## config.mk

```make
export PLATFORM = sky130hd
export DESIGN_NAME = serial_subtractor
export DESIGN_NICKNAME = d
export VERILOG_FILES = /design/src/rtl/serial_subtractor.sv
export SDC_FILE = /design/constraint.sdc
export NUM_CORES = 1
export LEC_CHECK = 0
export ABC_AREA = 1
export BUFFER_PORTS_ARGS = -buffer_cell sky130_fd_sc_hd__buf_2
export CORE_MARGIN = 3
export CORE_UTILIZATION = 45
export CTS_BUF_LIST = sky130_fd_sc_hd__clkbuf_2
export CTS_CLUSTER_DIAMETER = 30
export DETAILED_ROUTE_END_ITERATION = 8
export HOLD_SLACK_MARGIN = 0.08
export PLACE_DENSITY_LB_ADDON = 0.12
export REMOVE_ABC_BUFFERS = 1
export SYNTH_ARGS = -nofsm -noshare
export SYNTH_HDL_FRONTEND = slang
export SYNTH_SLANG_ARGS = --single-unit
```

## constraint.sdc

```tcl
create_clock -name clk -period 1.7 [get_ports clk]
set_clock_uncertainty 0.1 [all_clocks]
set_input_delay 0.34 -clock clk [delete_from_list [all_inputs] [get_ports clk]]
set_output_delay 0.34 -clock clk [all_outputs]
set_load 0.005 [all_outputs]
```

## src/rtl/serial_subtractor.sv

```systemverilog
// Bit-serial LSB-first subtractor: DIFF = A - B - BIN over WIDTH cycles using one
// full-subtractor cell and a borrow flop; streams bits and delivers a parallel word.
module serial_subtractor #(
  parameter int unsigned WIDTH = 4,
  parameter int unsigned CW    = 6
) (
  input  logic             clk,
  input  logic             rst,
  input  logic             start,
  input  logic [WIDTH-1:0] a,
  input  logic [WIDTH-1:0] b,
  input  logic             bin,
  output logic             busy,
  output logic             diff_bit,
  output logic             diff_bit_valid,
  output logic [WIDTH-1:0] diff,
  output logic             bout,
  output logic             done
);

  typedef enum logic [1:0] {StIdle, StShift, StDone} state_e;

  state_e           state_q, state_d;
  logic [WIDTH-1:0] a_sh_q, a_sh_d;
  logic [WIDTH-1:0] b_sh_q, b_sh_d;
  logic [WIDTH-1:0] res_q, res_d;
  logic [WIDTH-1:0] diff_q, diff_d;
  logic [CW-1:0]    cnt_q, cnt_d;
  logic             brw_q, brw_d;
  logic             diff_bit_q, diff_bit_d;
  logic             valid_q, valid_d;
  logic             bout_q, bout_d;
  logic             done_q, done_d;

  logic             d_bit;
  logic             brw_nxt;

  // State register
  always_ff @(posedge clk) begin
    if (rst) begin
      state_q <= StIdle;
    end else begin
      state_q <= state_d;
    end
  end

  // Next-state logic
  always_comb begin
    state_d = state_q;
    unique case (state_q)
      StIdle:  if (start) state_d = StShift;
      StShift: if (cnt_q == CW'(WIDTH - 1)) state_d = StDone;
      StDone:  state_d = StIdle;
      default: state_d = StIdle;
    endcase
  end

  // Output logic
  always_comb begin
    busy = (state_q != StIdle);
  end

  assign d_bit   = a_sh_q[0] ^ b_sh_q[0] ^ brw_q;
  assign brw_nxt = (~a_sh_q[0] & b_sh_q[0]) | (~(a_sh_q[0] ^ b_sh_q[0]) & brw_q);

  always_comb begin
    a_sh_d     = a_sh_q;
    b_sh_d     = b_sh_q;
    res_d      = res_q;
    diff_d     = diff_q;
    cnt_d      = cnt_q;
    brw_d      = brw_q;
    bout_d     = bout_q;
    diff_bit_d = 1'b0;
    valid_d    = 1'b0;
    done_d     = 1'b0;
    unique case (state_q)
      StIdle: begin
        if (start) begin
          a_sh_d = a;
          b_sh_d = b;
          brw_d  = bin;
          cnt_d  = '0;
          res_d  = '0;
        end
      end
      StShift: begin
        diff_bit_d = d_bit;
        valid_d    = 1'b1;
        // New bits enter at the MSB so bit 0 ends up as the LSB after WIDTH shifts
        res_d      = {d_bit, res_q[WIDTH-1:1]};
        a_sh_d     = a_sh_q >> 1;
        b_sh_d     = b_sh_q >> 1;
        brw_d      = brw_nxt;
        cnt_d      = cnt_q + CW'(1);
      end
      StDone: begin
        done_d = 1'b1;
        diff_d = res_q;
        bout_d = brw_q;
      end
      default: ;
    endcase
  end

  always_ff @(posedge clk) begin
    if (rst) begin
      a_sh_q     <= '0;
      b_sh_q     <= '0;
      res_q      <= '0;
      diff_q     <= '0;
      cnt_q      <= '0;
      brw_q      <= 1'b0;
      diff_bit_q <= 1'b0;
      valid_q    <= 1'b0;
      bout_q     <= 1'b0;
      done_q     <= 1'b0;
    end else begin
      a_sh_q     <= a_sh_d;
      b_sh_q     <= b_sh_d;
      res_q      <= res_d;
      diff_q     <= diff_d;
      cnt_q      <= cnt_d;
      brw_q      <= brw_d;
      diff_bit_q <= diff_bit_d;
      valid_q    <= valid_d;
      bout_q     <= bout_d;
      done_q     <= done_d;
    end
  end

  assign diff_bit       = diff_bit_q;
  assign diff_bit_valid = valid_q;
  assign diff           = diff_q;
  assign bout           = bout_q;
  assign done           = done_q;

endmodule
```

==> results.txt, run 1 <==
* Run status: complete, no violations
* Critical path depth in cells: 3
- Vias in the first global route: 1014
- Hold Fails Final Rpt: 0
- TritonCTS created 5 clock buffers.
- The die is 58.5 um wide.
* Sink Count: 29
* Sum Neg Setup Slack: 0 ns
- The critical path goes through nor2_4, inv_1, buf_2.
- Max-Slew Margin vs Limit: 0.759
- At the end of routability-driven placement, the weighted congestion stood at 0.800.
- After synthesis, the netlist uses 16 different library cells.
* Arrival time of data at the critical path endpoint: 1.11 ns
- Number of storage elements in the synthesis netlist: 29
* Max Fanout on Critical Path: 7
- Initial DRT Pass Iterations: 4
- The region available for standard cell placement spans 0.00254 mm^2.
- The number of buffers and inverters on the critical path is 2.
* Power per Cell Area: 827 mW/mm^2
* FMAX: 644 MHz
* Clk pwr share: 0.267
- Using the TritonRoute via totals, the vias-per-cell ratio works out to 4.79.
- Buffers added on ports: 20
- The die is 58.5 um tall.
* Number of violations of the max-capacitance limit: 0
- Switching portion of total power: 0.272
* Placement row count: 18
* Total vias in the final route: 1098
- Once the clock tree was built, the setup fixing pass inserted 0 buffers.
- TritonCTS clock tree: built
- Summed over all cells, the static leakage comes to 0.666 nW.
- Measured in cells, the most critical reg-to-reg path has a length of 6.
* Final worst path period share: 0.914
- Avg WL per Cell: 10.5 um
* Number of stages on the worst hold path: 3
- Final cell area excluding filler cells: 0.00141 mm^2
- Resize count post-CTS: 1
- The floorplan step defined a die boundary enclosing 0.00342 mm^2.
- Total of fill cells in the finished design: 263
- Slew @ Worst Pin: 0.361 ns
* Capturing element type of the critical path: output pin
* Proportion of power drawn by combinational gates: 0.116
* HP Class: in2reg
* Mapped cell area: 0.00124 mm^2
- Gate Count Post-Synth: 173
- Detailed placement finished with a half-perimeter wire length of 1760 um.
- The first global-routing pass estimated 4390 um of wire.
* Final layout net count: 213
- STA classifies the critical path startpoint as a flip-flop.
- Avg Inst Size Synth: 7.17 um^2
- In the global route stage, overall resource usage came out at 0.168.
- Delay of the slowest critical-path stage: 0.54 ns
* Leading cell type in the layout, fill and taps excluded: nor2_1
- For the worst setup path, the data required time is 1.26 ns.
* Total congestion overflow after global routing: 0
* Layout cells sized above 1: 0.181
- After clock tree synthesis, the clock-pin slew on the worst setup and hold paths is 0.13 ns.
* Clock insertion delay at the later pin of the skew report: 0.33 ns
- The critical path in this run is classified as reg2out.
- Maximum VDD drop: 475 uV
- Internal power consumption: 0.851 mW
- In this design, the largest share of critical-path delay is due to flip-flops.
- For this run, the register share of the synthesized area comes to 0.468.
- Final Critical Period: 1.55 ns
* Number of buffers inserted by hold repair at cts: 0
* Deepest clock path buffer count: 2
- Area of placed instances: 0.00137 mm^2
- The tree is rooted in a clkbuf_2.
- CP max-delay cell: dfxtp_1
* Final cell utilization of the core: 0.555
- Detailed-route wire length: 2410 um
- Effective utilization at floorplan: 0.488
- Final number of max-transition violations: 0
- Top library cells by usage in the layout, fill and taps aside: nor2_1, nand2_1, dfxtp_1
* Clock H-tree levels: 2
- Entering global routing, the biggest net connects 15 pins.
- The share of total power dissipated in sequential elements is 0.617.
* Net switching power: 0.318 mW
- Antenna violation net count after detailed routing: 0
- Number of remaining DRC errors: 0
- The area growth from synthesis to layout is 13.8%.
- Setup repair after global routing missed its margin: no
- N_diodes: 0
- Number of warnings reported in the yosys synthesis log: 0
* Number of antenna violations at the first check in global routing: 0
* # setup viols final: 0
* Number of placed I/O pins: 21
* Number of violations reported at the end of detailed-routing iteration 0: 34
[flip-flops by register name, indices dropped and copies added, names as in the netlist]
| register | flops |
|---|---|
| cnt_q | 6 |
| a_sh_q | 4 |
| b_sh_q | 4 |
| diff | 4 |
| res_q | 4 |
| state_q | 2 |
| bout | 1 |
| brw_q | 1 |
| diff_bit | 1 |
| diff_bit_valid | 1 |
| done | 1 |
[tightest hold or removal path: cells and delay by family]
kind | cells | cell delay (ns)
simple gates | 1 | 0.05
compound gates | 1 | 0.05
buf+inv | 1 | 0.09
[per-layer routing]
layer | vias up | GRT usage | share of wire
met1 | 481 | 0.221 | 0.50
met5 | - | 0 | 0
met2 | 20 | 0.249 | 0.44
li1 | 592 | - | -
met4 | 0 | 0.0927 | 0.015
met3 | 5 | 0.0439 | 0.044
[path summary, 6_finish.rpt]
check | start | to | slack (ns)
max | state_q[0] | busy | 0.15
min | a[3] | a_sh_q[3] | 0.13
max reg2reg | state_q[0] | cnt_q[1] | 0.19
min reg2reg | b_sh_q[3] | b_sh_q[3] | 0.39
[metrics by stage]
step / instances / hold WS [ns] / worst slack, ns / total power, mW
after floorplan: 169 / 0.309 / 0.526 / 0.821
after global placement: 222 / 0.358 / 0.353 / 0.870
after detailed placement: 222 / 0.376 / 0.225 / 0.872
after CTS: 229 / 0.107 / 0.0390 / 1.19
after global routing: 229 / 0.101 / 0.0140 / 1.24
final: 229 / 0.135 / 0.147 / 1.17
[power groups by stage]
| stage | clock network (mW) | logic, mW | registers [mW] |
|---|---|---|---|
| 2_1_floorplan | 0 | 0.0880 | 0.733 |
| 3_3_place_gp | 0 | 0.136 | 0.734 |
| 3_5_place_dp | 0 | 0.136 | 0.736 |
| 4_1_cts | 0.329 | 0.137 | 0.721 |
| 5_1_grt | 0.354 | 0.162 | 0.727 |
| 6_report | 0.312 | 0.136 | 0.722 |
[synth_stat cells, drive strengths merged]
master | n | area, um^2
nor2 | 45 | 176
nand2 | 39 | 169
dfxtp | 29 | 581
inv | 18 | 67.6
nand3 | 14 | 70.1
o21ai | 10 | 50.1
a21oi | 8 | 40.0
o22ai | 3 | 18.8
buf | 2 | 22.5
clkbuf | 2 | 7.51
fa | 1 | 20.0
ha | 1 | 12.5
nand4 | 1 | 6.26
[final cells by class]
type,count,area [um^2],area share
clock buffer,6,30.0,0.0213
clock inverter,1,3.75,0.00266
inverter,18,67.6,0.0478
tap,30,37.5,0.0266
timing repair buffer,23,123,0.0868
multi-input combinational,122,571,0.404
sequential,29,581,0.411
[cell families (layout without fill, tap and decap cells)]
family                   after synthesis  in the layout  synth area share
buffers and inverters                 22             48            0.0786
flip-flops                            29             29             0.468
adder cells (fa/ha/maj)                2              2            0.0262
AO/OA/AOI/OAI                         21             21            0.0877
AND/OR/NAND/NOR                       99             99             0.340
No activity file was read; power rests on OpenSTA's default activity.
==> run 2: changes to the inputs <==
- CORE_UTILIZATION: 45 -> 57
==> run 2 against run 1 <==
Against the previous run: critical path type unchanged; routed wire length rose by 2.7%; setup slack got worse by 0.077 ns; via count rose by 3.1%; clock-buffer cell count did not move; critical path depth did not move; sequential share of layout area rose by 0.52 points; register-to-register slack improved by 0.04 ns; hold slack got worse by 0.010 ns; final cell count fell by 1.7%; clock power rose by 5%; combinational power barely moved; largest power group unchanged.
==> results.txt, run 2 (synthesis gave the netlist of run 1 again) <==
* Leading cell type in the layout, fill and taps excluded: nor2_1
- Required arrival time at the worst endpoint: 1.26 ns (about the same)
- Critical Path Source Type: flip-flop
- HP Class: in2reg
- The count of vias placed by the detailed router was 1132 (+3.1%).
- The total count of hold-check failures in the final report came to 0 (unchanged).
* Clock insertion delay at the later pin of the skew report: 0.34 ns (about the same)
* Detailed route wirelength on metal3: 124 um (+16%)
- The relative slew slack came to 0.716 (-0.0431).
- The critical path's largest stage delay came to 0.42 ns (-0.12 ns).
* Final layout net count: 211 (-0.94%)
- Number of antenna violations at the first check in global routing: 0 (unchanged)
* Final number of max-transition violations: 0 (unchanged)
- Routed signal wires occupy layers up through met4.
- The all-layer global routing usage was 0.212 (+0.0438).
- Largest register by flop count: cnt_q
* Detailed-route wire length: 2480 um (+2.7%)
* Buffers added on ports: 20 (unchanged)
- Wire length of the first global-routing pass: 4210 um (-4.1%)
- The antenna diode instance count was 0 (unchanged).
* Overall power of the completed layout: 1.18 mW (+1.4%)
- Setup repair after global routing missed its margin: yes
* Slew @ Worst Pin: 0.426 ns (+0.0646 ns)
* Post-CTS repair timing setup buffer count: 0 (unchanged)
* Worst slack on hold paths: 0.125 ns (-0.0101 ns)
* TritonCTS clock tree: built
- The share of power burned in the clock network is 0.278 (+0.011).
- Reg power frac: 0.609 (-0.008)
* Pin count of the biggest net entering global routing: 17 (+2)
- Sink Count: 29 (unchanged)
- Placement row count: 16 (-2)
* Maximum VDD drop: 693 uV (+46%)
- Layout cells sized above 1: 0.182 (+0.000914)
- Worst-path cell chain: nor2_2, inv_1, buf_2
* Capturing element type of the critical path: output pin
* Initial DRT Pass Iterations: 4 (unchanged)
* Number of flip-flops in the largest register: 6 (unchanged)
- Vias in the first global route: 1057 (+4.2%)
- The shortest period the worst path allows came to 1.63 ns (+0.0770 ns).
* Std-Cell Core Area: 0.00200 mm^2 (-21%)
- Net switching power: 0.328 mW (+3.4%)
- Number of CTS-inserted buffers: 5 (unchanged)
- DIE AREA: 0.00277 mm^2 (-19%)
- The placed wire-length estimate was 1860 um (+6.0%).
- Antenna violation net count after detailed routing: 0 (unchanged)
* Signed area change from the synthesized netlist to the final layout: 12.4%
* Effective utilization at floorplan: 0.620 (+0.132)
- The clock slew at the register clock pins of the worst setup and hold paths came to 0.14 ns (about the same).
- CP max-delay cell: dfxtp_1
* Startpoint-to-endpoint class of the critical path: reg2out
* Number of placed I/O pins: 21 (unchanged)
- Number of remaining DRC errors: 0 (unchanged)
- Number of violations reported at the end of detailed-routing iteration 0: 22 (-35%)
- CTS placed an instance of clkbuf_2 at the clock tree root.
- The number of H-tree levels is 2 (unchanged).
- The routability congestion estimate from global placement came to 0.850 (+6.3%).
- The routed wire length on met2 came to 1200 um (+12%).
* Proportion of power drawn by combinational gates: 0.113 (-0.003)
- Non-filler cells, final: 225 (-1.7%)
* Deepest clock path buffer count: 2 (unchanged)
- Power per Cell Area: 849 mW/mm^2 (+2.6%)
- Area of placed instances: 0.00135 mm^2 (-1.4%)
- Run status: complete, no violations
* LEAKAGE: 0.660 nW (-0.87%)
- The number of placed instances with taps included was 217 (-2.3%).
- Top library cells by usage in the layout, fill and taps aside: nor2_1, nand2_1, dfxtp_1
- Total congestion overflow after global routing: 0 (unchanged)
* Die X: 52.7 um (-10%)
- The largest fanout on the critical path was 7 (unchanged).
- Met1 wire length: 1100 um (-8.4%)
- FMAX: 613 MHz (-4.7%)
- The max-cap violation count is 0 (unchanged).
- The internal power of the cells is 0.856 mW (+0.61%).
- Avg WL per Cell: 11.0 um (+4.5%)
- The number of hold buffers added after CTS was 0 (unchanged).
* Switching portion of total power: 0.277 (+0.00546)
- The design area came to 0.00140 mm^2 (-1.2%).
- # setup viols final: 0 (unchanged)
- The number of vias per cell after detailed routing is 5.03 (+4.9%).
- The vertical die dimension was 52.7 um (-10%).
* Arrival time of data at the critical path endpoint: 1.19 ns (+0.08 ns)
- Final worst path period share: 0.959 (+0.0453)
-- run 2: worst paths after layout --
check	startpoint	end	slack, ns	depth (start not counted)
worst max-delay path	state_q[0]	busy	0.07	3
worst min register to register	res_q[0]	res_q[0]	0.39	2
worst min-delay path	b[3]	b_sh_q[3]	0.12	3
worst max register to register	state_q[1]	diff[0]	0.23	5
-- run 2: per-layer routing --
layer	track usage	vias up
li1	-	591
met1	0.221	511
met2	0.378	25
met3	0.0627	5
met4	0.106	0
met5	0	-
-- run 2: area by class of cell --
type / instances / area (um^2)
flip-flops and latches: 29 / 581
inverters: 18 / 67.6
fillers: 167 / 607
multi-input cells: 122 / 566
repair buffers: 21 / 108
clock buffers: 6 / 30.0
well taps: 27 / 33.8
clock inverters: 2 / 10.0
-- run 2: critical path: cells and delay by family, from the launching register on --
family | cells | cell delay [ns]
simple gates | 1 | 0.25
buf+inv | 2 | 0.18
flops | 1 | 0.42
-- run 2: repair_timing --
item | CTS | global route
hold endpoints to repair | 0 | 0
gates resized for setup | 1 | 0
endpoints found under the setup margin | 1 | 2
-- run 2: through the flow --
step	setup slack (ns)	TNS, ns	utilization
4_1_cts	0.0497	0	0.697
5_1_grt	-0.0419	-0.0513	0.697
2_1_floorplan	0.526	0	-
6_report	0.0697	0	0.697
3_3_place_gp	0.337	0	0.676
3_5_place_dp	0.264	0	0.676
-- run 2: power groups by stage --
stage          Clock, mW  Combinational (mW)  Sequential, mW
2_1_floorplan          0              0.0880           0.733
3_3_place_gp           0               0.131           0.735
3_5_place_dp           0               0.135           0.736
4_1_cts            0.338               0.136           0.721
5_1_grt            0.368               0.153           0.725
6_report           0.329               0.134           0.721
==> run 3: changes to the inputs <==
- PLACE_DENSITY_LB_ADDON: 0.12 -> 0.25
==> run 3 against run 2 <==
Against the previous run: fmax increased by 2.5%; largest power group unchanged; first-iteration DRC count fell by 14%; critical endpoint unchanged; hold slack worse by 0.0026 ns; flip-flop and latch count unchanged.
==> results.txt, run 3 (synthesis gave the netlist of run 1 again) <==
- Setup repair after global routing left no endpoint under its margin.
* All-Layer GR Usage: 0.229 (+0.0177)
- Avg Vias per Cell: 5.10 (+1.4%)
- Final number of max-transition violations: 0 (unchanged)
- Placed wire-length estimate: 1890 um (+1.3%)
* Top library cells by usage in the layout, fill and taps aside: nor2_1, nand2_1, dfxtp_1
- The data arrival at the endpoint of the critical path is 1.15 ns (-0.04 ns).
- The final global-route overflow total came to 0 (unchanged).
- Startpoint-to-endpoint class of the critical path: reg2out
* Capturing element type of the critical path: output pin
* # setup viols final: 0 (unchanged)
- The total core area came to 0.00200 mm^2 (unchanged).
- Deepest clock path buffer count: 2 (unchanged)
- The fraction of final layout cells with drive strength greater than 1 is 0.182 (unchanged).
- Total of fill cells in the finished design: 172 (+3.0%)
- Slew @ Worst Pin: 0.411 ns (-0.0147 ns)
- The number of buffers created by CTS was 5 (unchanged).
- The starting density of the core came to 0.620 (unchanged).
- LEAKAGE: 0.662 nW (+0.27%)
- Number of buffers inserted by hold repair at cts: 0 (unchanged)
- The power density normalized to cell area was 853 mW/mm^2 (+0.44%).
* Number of violations of the max-capacitance limit: 0 (unchanged)
- Leaving out fill and tap cells, the most frequent cell in the layout is nor2_1.
- Detailed route wirelength on metal3: 158 um (+27%)
* Max layer used: met4
* Max-Slew Margin vs Limit: 0.725 (+0.00910)
- Pin count of the biggest net entering global routing: 17 (unchanged)
- The via count of the first global-routing pass came to 1015 (-4.0%).
- Worst slack on hold paths: 0.122 ns (-0.00257 ns)
* Antenna violation net count after detailed routing: 0 (unchanged)
* Buffers added on ports: 20 (unchanged)
- The antenna diode instance count is 0 (unchanged).
- The total count of hold-check failures in the final report is 0 (unchanged).
- Met2 WL: 1350 um (+12%)
- The routability congestion estimate from global placement came to 0.833 (-2.1%).
- Number of violations reported at the end of detailed-routing iteration 0: 19 (-14%)
- The latest clock arrival within the worst-skew pair came to 0.36 ns (+0.02 ns).
- Die Span Y: 52.7 um (unchanged)
- The total negative setup slack is 0 ns (unchanged).
- Ranked by flip-flop count, first place goes to cnt_q.
- Required arrival time at the worst endpoint: 1.26 ns (about the same)
* FMAX: 629 MHz (+2.5%)
- The final net count came to 211 (unchanged).
- The wire length the detailed router placed on met1 was 1040 um (-5.1%).
* Final cell utilization of the core: 0.699 (+0.00250)
- The average wire per standard cell was 11.5 um (+4.7%).
- The flow ran to the end, and the final reports show no timing, DRC or antenna violations.
* Critical Path Source Type: flip-flop
- Final Critical Period: 1.59 ns (-0.0402 ns)
* Number of placed I/O pins: 21 (unchanged)
- Clock transition at the registers of the reported paths: 0.15 ns (about the same)
- The number of DRC violations after detailed routing came to 0 (unchanged).
- DIE AREA: 0.00277 mm^2 (unchanged)
- Maximum VDD drop: 747 uV (+7.8%)
* HP Class: in2reg
- The final worst-path cycle share is 0.935 (-0.0236).
- Initial DRT Pass Iterations: 4 (unchanged)
- Max Fanout on Critical Path: 7 (unchanged)
* Total vias in the final route: 1148 (+1.4%)
- The number of flip-flops under the largest register name is 6 (unchanged).
- Die X: 52.7 um (unchanged)
- Number of antenna violations at the first check in global routing: 0 (unchanged)
- Signed area change from the synthesized netlist to the final layout: 12.8%
- Detailed-route wire length: 2600 um (+4.7%)
- TritonCTS clock tree: built
- Root Buffer Master: clkbuf_2
* Sink Count: 29 (unchanged)
* Clock H-tree levels: 2 (unchanged)
* Wire length of the first global-routing pass: 4420 um (+5.1%)
- Placement row count: 16 (unchanged)
==> run 3: cell counts in the layout (fill, tap and decap cells not counted) <==
No cell type changed its count.
==> run 3: worst paths after layout <==
check,slack [ns],end,depth (start not counted),startpoint
worst max-delay path,0.11,busy,3,state_q[0]
worst min-delay path,0.12,b_sh_q[3],3,b[3]
worst min register to register,0.40,diff[3],2,res_q[3]
worst max register to register,0.22,cnt_q[1],6,state_q[0]
==> run 3: critical path, cell delays in order (launching register included) <==
cell and delay, ns:
dfxtp_1 0.54, nor2_4 0.09, inv_1 0.06, buf_2 0.10
==> run 3: what timing repair did <==
item / in CTS / in global routing
buffers inserted: 0 / 0
setup endpoints to repair: 1 / 1
gates resized for setup: 1 / 1
==> run 3: layer usage <==
layer | vias up | track usage
li1 | 593 | -
met1 | 519 | 0.235
met2 | 31 | 0.397
met3 | 5 | 0.0940
met4 | 0 | 0.115
met5 | - | 0
==> run 3: final cells by class <==
cell class / count / area, um^2 / share of cell area
inverters: 18 / 67.6 / 0.0483
multi-input cells: 122 / 571 / 0.408
repair buffers: 21 / 108 / 0.0769
clock inverters: 2 / 10.0 / 0.00715
clock buffers: 6 / 30.0 / 0.0214
flip-flops and latches: 29 / 581 / 0.415
well taps: 27 / 33.8 / 0.0241
==> run 3: metrics by stage <==
stage               area, um^2  power (mW)  setup slack [ns]  instances
CTS                       1400        1.21            0.0266        225
floorplan                 1210       0.821             0.526        169
global placement          1350       0.865             0.320        217
global route              1400        1.27           0.00723        225
detailed placement        1350       0.873             0.303        217
finish                    1400        1.19             0.110        225
==> run 3: power by group <==
group	switching, mW	internal (mW)	total [mW]	leakage [nW]
clock network	0.231	0.103	0.334	0.0327
registers	0.0178	0.704	0.722	0.236
logic	0.0885	0.0499	0.138	0.393
total	0.338	0.857	1.19	0.662
